--- config.mk ---
export PLATFORM = sky130hd
export DESIGN_NAME = icache_refill_flat
export DESIGN_NICKNAME = d
export VERILOG_FILES = /design/src/rtl/icache_refill_pkg.sv /design/src/rtl/icache_refill_if.sv /design/src/rtl/icache_refill_byte_assembler.sv /design/src/rtl/icache_refill.sv /design/src/flat_wrapper.sv
export SDC_FILE = /design/constraint.sdc
export NUM_CORES = 1
export LEC_CHECK = 0
export BUFFER_PORTS_ARGS = -buffer_cell sky130_fd_sc_hd__buf_2
export CORE_UTILIZATION = 35
export CTS_CLUSTER_SIZE = 24
export DETAILED_ROUTE_END_ITERATION = 8
export PLACE_DENSITY_LB_ADDON = 0.1
export REMOVE_ABC_BUFFERS = 1
export SLEW_MARGIN = 20
export SYNTH_ARGS = -nofsm -noshare
export SYNTH_HDL_FRONTEND = slang
export SYNTH_SLANG_ARGS = --single-unit
--- constraint.sdc ---
create_clock -name clk -period 2.6 [get_ports clk]
set_clock_uncertainty 0.1 [all_clocks]
set_input_delay 0.26 -clock clk [delete_from_list [all_inputs] [get_ports clk]]
set_output_delay 0.26 -clock clk [all_outputs]
set_load 0.02 [all_outputs]
--- src/rtl/icache_refill_pkg.sv ---
// Shared widths, FSM encodings and counter types for the instruction-cache refill controller.
package icache_refill_pkg;

  localparam int INST_ADDR_BUS_W = 32;
  localparam int INST_BUS_W      = 32;
  localparam int FETCH_BYTES     = INST_BUS_W / 8;
  localparam int CNT_W           = $clog2(FETCH_BYTES + 1);

  typedef logic [CNT_W-1:0] cnt_t;
  typedef logic [1:0]       state_t;

  localparam logic [1:0] S_IDLE  = 2'd0;
  localparam logic [1:0] S_FETCH = 2'd1;
  localparam logic [1:0] S_DONE  = 2'd2;

endpackage

--- src/rtl/icache_refill_if.sv ---
// Fetch-side bundle: IF request/response, cache probe/write and byte-wide memory port.
//
// Handshakes: IF holds if_req/if_pc stable until a one-cycle inst_valid pulse answers it;
// a byte read transfers on any cycle with mem_rd & mem_grant, and its data is on mem_din
// exactly one cycle later. mem_rd/mem_addr stay put while mem_grant is low.
interface icache_refill_if #(
  parameter int ADDR_W = icache_refill_pkg::INST_ADDR_BUS_W,
  parameter int INST_W = icache_refill_pkg::INST_BUS_W
);
  logic              if_req;
  logic [ADDR_W-1:0] if_pc;
  logic              flush;
  logic              inst_valid;
  logic [INST_W-1:0] inst;

  logic [ADDR_W-1:0] cache_addr;
  logic [INST_W-1:0] cache_wdata;
  logic              cache_we;
  logic [INST_W-1:0] cache_rdata;
  logic              cache_hit;

  logic              mem_grant;
  logic              mem_rd;
  logic [ADDR_W-1:0] mem_addr;
  logic [7:0]        mem_din;

  modport master (
    input  if_req, if_pc, flush, cache_rdata, cache_hit, mem_grant, mem_din,
    output inst_valid, inst, cache_addr, cache_wdata, cache_we, mem_rd, mem_addr
  );

  modport slave (
    output if_req, if_pc, flush, cache_rdata, cache_hit, mem_grant, mem_din,
    input  inst_valid, inst, cache_addr, cache_wdata, cache_we, mem_rd, mem_addr
  );
endinterface

--- src/rtl/icache_refill_byte_assembler.sv ---
// Collects returned memory bytes into a little-endian word; word already includes
// the byte being captured this cycle so the fill can be written without a bubble.
module icache_refill_byte_assembler
  import icache_refill_pkg::*;
#(
  parameter int INST_W = INST_BUS_W,
  parameter int NBYTES = FETCH_BYTES
) (
  input  logic              clk,
  input  logic              rst,
  input  logic              en,
  input  logic              clear,
  input  logic              capture,
  input  logic [7:0]        din,
  output logic [INST_W-1:0] word,
  output logic              last
);

  logic [INST_W-1:0] word_q;
  cnt_t              recv_cnt;

  always_comb begin
    word = word_q;
    for (int k = 0; k < NBYTES; k++) begin
      if (capture && (recv_cnt == cnt_t'(k))) word[8*k +: 8] = din;
    end
  end

  assign last = capture && (recv_cnt == cnt_t'(NBYTES - 1));

  always_ff @(posedge clk) begin
    if (rst) begin
      word_q   <= '0;
      recv_cnt <= '0;
    end else if (en) begin
      if (clear) begin
        word_q   <= '0;
        recv_cnt <= '0;
      end else if (capture) begin
        word_q   <= word;
        recv_cnt <= recv_cnt + cnt_t'(1);
      end
    end
  end

endmodule

--- src/rtl/icache_refill.sv ---
// Instruction-fetch cache controller: serves hits in one cycle, refills misses
// byte-by-byte from memory, writes the assembled word to the cache and returns it to IF.
module icache_refill
  import icache_refill_pkg::*;
#(
  parameter int ADDR_W = INST_ADDR_BUS_W,
  parameter int INST_W = INST_BUS_W,
  parameter int NBYTES = FETCH_BYTES
) (
  input  logic            clk,
  input  logic            rst,
  input  logic            rdy,
  icache_refill_if.master bus,
  output logic [1:0]      dbg_state
);

  logic [1:0]        state_q, state_d;
  logic [ADDR_W-1:0] pc_q;
  cnt_t              issue_cnt;
  logic              pending_q;
  logic              inst_valid_q, cache_we_q;
  logic [INST_W-1:0] inst_q, cache_wdata_q;
  logic [INST_W-1:0] word;
  logic              accept, hit_take, miss_start;
  logic              issue, grant_take, capture, last_byte, fill_done, asm_clear;

  // A request is only looked at in IDLE and never in the cycle its answer is on inst_valid.
  always_comb begin
    accept     = (state_q == S_IDLE) && bus.if_req && !bus.flush && !inst_valid_q;
    hit_take   = accept && bus.cache_hit;
    miss_start = accept && !bus.cache_hit;
    issue      = (state_q == S_FETCH) && (issue_cnt < cnt_t'(NBYTES));
    grant_take = issue && bus.mem_grant;
    capture    = (state_q == S_FETCH) && pending_q;
    fill_done  = last_byte && !bus.flush;
    asm_clear  = bus.flush || miss_start;
  end

  always_comb begin
    state_d = state_q;
    if (bus.flush) begin
      state_d = S_IDLE;
    end else begin
      case (state_q)
        S_IDLE:  if (miss_start) state_d = S_FETCH;
        S_FETCH: if (last_byte) state_d = S_DONE;
        S_DONE:  state_d = S_IDLE;
        default: state_d = S_IDLE;
      endcase
    end
  end

  icache_refill_byte_assembler #(
    .INST_W (INST_W),
    .NBYTES (NBYTES)
  ) u_asm (
    .clk     (clk),
    .rst     (rst),
    .en      (rdy),
    .clear   (asm_clear),
    .capture (capture),
    .din     (bus.mem_din),
    .word    (word),
    .last    (last_byte)
  );

  always_ff @(posedge clk) begin
    if (rst) begin
      state_q       <= S_IDLE;
      pc_q          <= '0;
      issue_cnt     <= '0;
      pending_q     <= 1'b0;
      inst_valid_q  <= 1'b0;
      inst_q        <= '0;
      cache_we_q    <= 1'b0;
      cache_wdata_q <= '0;
    end else if (rdy) begin
      state_q      <= state_d;
      inst_valid_q <= 1'b0;
      cache_we_q   <= 1'b0;
      if (hit_take) begin
        inst_valid_q <= 1'b1;
        inst_q       <= bus.cache_rdata;
      end
      // Outputs are registered on entry to DONE so they are visible during DONE.
      if (fill_done) begin
        inst_valid_q  <= 1'b1;
        inst_q        <= word;
        cache_we_q    <= 1'b1;
        cache_wdata_q <= word;
      end
      if (miss_start) pc_q <= bus.if_pc;
      if (bus.flush || miss_start) begin
        issue_cnt <= '0;
        pending_q <= 1'b0;
      end else begin
        pending_q <= grant_take;
        if (grant_take) issue_cnt <= issue_cnt + cnt_t'(1);
      end
    end
  end

  assign bus.inst_valid  = inst_valid_q;
  assign bus.inst        = inst_q;
  assign bus.cache_we    = cache_we_q;
  assign bus.cache_wdata = cache_wdata_q;
  assign bus.cache_addr  = (state_q == S_IDLE) ? bus.if_pc : pc_q;
  assign bus.mem_rd      = issue;
  assign bus.mem_addr    = pc_q + ADDR_W'(issue_cnt);
  assign dbg_state       = state_q;

endmodule

--- src/flat_wrapper.sv ---
// flat-port wrapper written by rule: the top's interface ports become plain ports
module icache_refill_flat import icache_refill_pkg::*;
#(
  parameter int ADDR_W = INST_ADDR_BUS_W,
  parameter int INST_W = INST_BUS_W,
  parameter int NBYTES = FETCH_BYTES
)
  (clk, rst, rdy, dbg_state, bus_if_req, bus_if_pc, bus_flush, bus_cache_rdata, bus_cache_hit, bus_mem_grant, bus_mem_din, bus_inst_valid, bus_inst, bus_cache_addr, bus_cache_wdata, bus_cache_we, bus_mem_rd, bus_mem_addr);
  icache_refill_if #(.ADDR_W(ADDR_W), .INST_W(INST_W)) bus_i ();
  input  logic clk;
  input  logic rst;
  input  logic rdy;
  output logic [1:0] dbg_state;
  input wire logic [$bits(bus_i.if_req)-1:0] bus_if_req;
  input wire logic [$bits(bus_i.if_pc)-1:0] bus_if_pc;
  input wire logic [$bits(bus_i.flush)-1:0] bus_flush;
  input wire logic [$bits(bus_i.cache_rdata)-1:0] bus_cache_rdata;
  input wire logic [$bits(bus_i.cache_hit)-1:0] bus_cache_hit;
  input wire logic [$bits(bus_i.mem_grant)-1:0] bus_mem_grant;
  input wire logic [$bits(bus_i.mem_din)-1:0] bus_mem_din;
  output wire logic [$bits(bus_i.inst_valid)-1:0] bus_inst_valid;
  output wire logic [$bits(bus_i.inst)-1:0] bus_inst;
  output wire logic [$bits(bus_i.cache_addr)-1:0] bus_cache_addr;
  output wire logic [$bits(bus_i.cache_wdata)-1:0] bus_cache_wdata;
  output wire logic [$bits(bus_i.cache_we)-1:0] bus_cache_we;
  output wire logic [$bits(bus_i.mem_rd)-1:0] bus_mem_rd;
  output wire logic [$bits(bus_i.mem_addr)-1:0] bus_mem_addr;
  assign bus_i.if_req = bus_if_req;
  assign bus_i.if_pc = bus_if_pc;
  assign bus_i.flush = bus_flush;
  assign bus_i.cache_rdata = bus_cache_rdata;
  assign bus_i.cache_hit = bus_cache_hit;
  assign bus_i.mem_grant = bus_mem_grant;
  assign bus_i.mem_din = bus_mem_din;
  assign bus_inst_valid = bus_i.inst_valid;
  assign bus_inst = bus_i.inst;
  assign bus_cache_addr = bus_i.cache_addr;
  assign bus_cache_wdata = bus_i.cache_wdata;
  assign bus_cache_we = bus_i.cache_we;
  assign bus_mem_rd = bus_i.mem_rd;
  assign bus_mem_addr = bus_i.mem_addr;
  icache_refill #(.ADDR_W(ADDR_W), .INST_W(INST_W), .NBYTES(NBYTES)) u_core (.clk(clk), .rst(rst), .rdy(rdy), .bus(bus_i), .dbg_state(dbg_state));
endmodule
==> results.sh <==
export IMPL_status="finished clean"
export IMPL_end_kind="primary output"
export IMPL_grt_max_degree=55
export IMPL_ys_seq_area_share_pct=39.3
export IMPL_ys_flop_type="dfxtp_1"
export IMPL_drive_gt1_share_pct=34.9
export IMPL_synth_top_family_by_area="simple AND/OR/NAND/NOR gates"
export IMPL_synth_edff_count=0
export IMPL_numCtsBuffers=17
export IMPL_vias=6846
export IMPL_clkTransAtPathRegs_ps=60
export IMPL_synthCells=831
export IMPL_io_buffers=211
export IMPL_io_pins=212
export IMPL_arrival_ps=2240
export IMPL_p_leak_nw=4.09
export IMPL_vdd_drop_max_uv=454
export IMPL_synth_avg_cell_area_um2=8.02
export IMPL_drt_iter0_drc=319
export IMPL_cp_common_cell="buf_4"
export IMPL_wl_per_cell_um=16.1
export IMPL_hp_class="in2reg"
export IMPL_cp_buffers_inverters=2
export IMPL_synth_fa_ha_area_share_pct=1.99
export IMPL_rows=50
export IMPL_clock_fmax_mhz=385
export IMPL_route_detailed_drc=0
export IMPL_required_ps=2240
export IMPL_rsz0062_at_grt="true"
export IMPL_cp_max_fo=6
export IMPL_antenna_found_initial=0
export IMPL_dieWidth_um=140
export IMPL_wl_mm=21.3
export IMPL_setup_tns_final_ps=0
export IMPL_cp_slowest_cell="or4_4"
export IMPL_cts_sinks=131
export IMPL_hpwl_mm=13.5
export IMPL_final_common_cell="buf_2"
export IMPL_drv_cap=0
export IMPL_tritoncts="yes"
export IMPL_synth_xor_area_share_pct=3.94
export IMPL_ctsHtreeMaxLevel=4
export IMPL_hold_viol=0
export IMPL_synth_cell_types=53
export IMPL_die_h_um=140
export IMPL_clock_path_buffers=2
export IMPL_ant_nets=0
export IMPL_grt_pass1_vias=6584
export IMPL_core_um2=18700
export IMPL_via_per_inst=5.17
export IMPL_slew_viol_final=0
export IMPL_synth_simple_area_share_pct=26.8
export IMPL_slowest_delay_ps=600
export IMPL_die_area_um2=19600
export IMPL_setup_viol=0
export IMPL_cp_top_family="simple AND/OR/NAND/NOR gates"
export IMPL_finalPower_w=0.00504
export IMPL_synth_mux_area_share_pct=5.07
export IMPL_clk_latency_ps=420
export IMPL_path_cells="nand4_1 > buf_4 > or4_4 > nor3_2 > xor2_1 > buf_4"
export IMPL_worst_pin_slew_ps=745
export IMPL_start_util_pct=35.6
export IMPL_period_share_pct=99.9
export IMPL_critPathLaunchType="register"
export IMPL_yosysWarnings=0
export IMPL_final_min_clock_period_ps=2600
export IMPL_grt_pass1_wl_mm=34.6
export IMPL_relSlewSlack_pct=50.3
export IMPL_drt_pass1_iterations=4
export IMPL_antenna_cells=0
export IMPL_yosys_register_bits=131
export IMPL_synth_area_um2=6670
export IMPL_grt_overflow=0
export IMPL_final_cell_mix="buf_2, nand2_1, dfxtp_1"
export IMPL_worstSetupPathType="reg2out"
export IMPL_synth_compound_area_share_pct=18.0
export IMPL_synth_async_sr_flop_share_pct=0
export IMPL_ctsRootBufferMaster="clkbuf_16"
export IMPL_area_delta_synth_final_pct=40.5
export IMPL_gp_congestion=0.803
export IMPL_grt_usage_pct=22.2
export IMPL_powerDensity_nw_per_um2=538
export IMPL_layout_nets=1167
==> repair_timing <==
action,CTS,global route
endpoints found under the setup margin,20,22
gates cloned,1,0
pin swaps,3,17
setup buffers,3,13
hold buffers,37,0
hold endpoints to repair,37,0
resized for setup,27,37
==> report_power, final <==
part	leakage, nW	internal (W)	switching, W
Combinational	2.73	0.000195	0.000261
Sequential	1.07	0.00202	0.0000217
Clock	0.292	0.00160	0.000933
==> worst reg2reg max path: cells and delay by family (launching register included) <==
kind	cells	cell delay, ps
adders and majority gates	2	370
and+or+nand+nor	2	550
AOI/OAI and AO/OA	2	700
DFF	1	380
==> metal layers <==
metal	share of wire (%)	GRT usage, %	up-vias
met4	1.6	7.11	0
met1	47	29.6	3243
li1	-	-	3428
met5	0	0	-
met2	47	36.0	152
met3	5.0	4.27	23
==> state kept, by name, indices dropped and copies added, names as in the netlist <==
| register | count |
|---|---|
| u_core.bus.cache_wdata | 32 |
| u_core.bus.cache_we | 1 |
| u_core.bus.inst | 32 |
| u_core.bus.inst_valid | 1 |
| u_core.dbg_state | 2 |
| u_core.issue_cnt | 3 |
| u_core.pc_q | 32 |
| u_core.pending_q | 1 |
| u_core.u_asm.recv_cnt | 3 |
| u_core.u_asm.word_q | 24 |
==> per-stage QoR <==
step / setup slack [ps] / cells / hold WS, ps / area (µm²) / util [%]
final: 2.24 / 1323 / 13.9 / 9370 / 50.1
after global routing: -92.1 / 1323 / 15.4 / 9370 / 50.1
after CTS: -41.2 / 1311 / 1.25 / 9130 / 48.8
after detailed placement: 227 / 1240 / 339 / 8020 / 42.9
after global placement: 269 / 1240 / 335 / 8020 / 42.9
after floorplan: -2130 / 769 / 229 / 6380 / -
==> cell usage after synthesis, types with 8 or more instances <==
| cell type | instances | area share (%) |
|---|---|---|
| clkbuf_1 | 44 | 2.5 |
| a311oi_1 | 8 | 1.1 |
| a21boi_0 | 20 | 2.3 |
| ha_1 | 9 | 1.7 |
| inv_1 | 8 | 0.45 |
| nand2_1 | 161 | 9.1 |
| o21ai_0 | 28 | 2.1 |
| buf_2 | 12 | 0.90 |
| nor2_1 | 69 | 3.9 |
| and3_1 | 26 | 2.4 |
| a21oi_1 | 77 | 5.8 |
| a211oi_1 | 12 | 1.4 |
| xnor2_1 | 13 | 1.7 |
| nand3_1 | 8 | 0.60 |
| o31ai_2 | 19 | 3.6 |
| nor3_1 | 74 | 5.6 |
| mux2_2 | 30 | 5.1 |
| dfxtp_1 | 131 | 39 |
| nand4_1 | 12 | 1.1 |
| xor2_1 | 17 | 2.2 |
==> path summary, 6_finish.rpt <==
check	from	slack, ps	endpoint	cells past startpoint
worst min-delay path	bus_mem_din[6]	10	u_core.bus.cache_wdata[30]	3
worst min register to register	u_core.bus.inst[19]	350	u_core.bus.inst[19]	2
worst max register to register	u_core.u_asm.recv_cnt[0]	410	u_core.bus.inst[20]	6
worst max-delay path	u_core.pc_q[10]	2	bus_mem_addr[19]	6
==> cells by family (layout without fill, tap and decap cells) <==
kind of cell,Yosys count,count (layout)
flip-flops,131,131
adder cells (fa/ha/maj),10,10
XOR/XNOR,30,30
AND/OR/NAND/NOR,381,382
multiplexers,30,30
AO/OA/AOI/OAI,178,178
buffers and inverters,71,328
==> area by class of cell <==
| class | count | area, µm² |
|---|---|---|
| Fill cell | 1860 | 9340 |
| Multi-Input combinational cell | 630 | 3940 |
| Sequential cell | 131 | 2670 |
| Timing Repair Buffer | 289 | 1830 |
| Clock buffer | 18 | 429 |
| Tap cell | 234 | 293 |
| Clock inverter | 12 | 184 |
| Inverter | 9 | 33.8 |
Power figures use the tool's default switching activity.
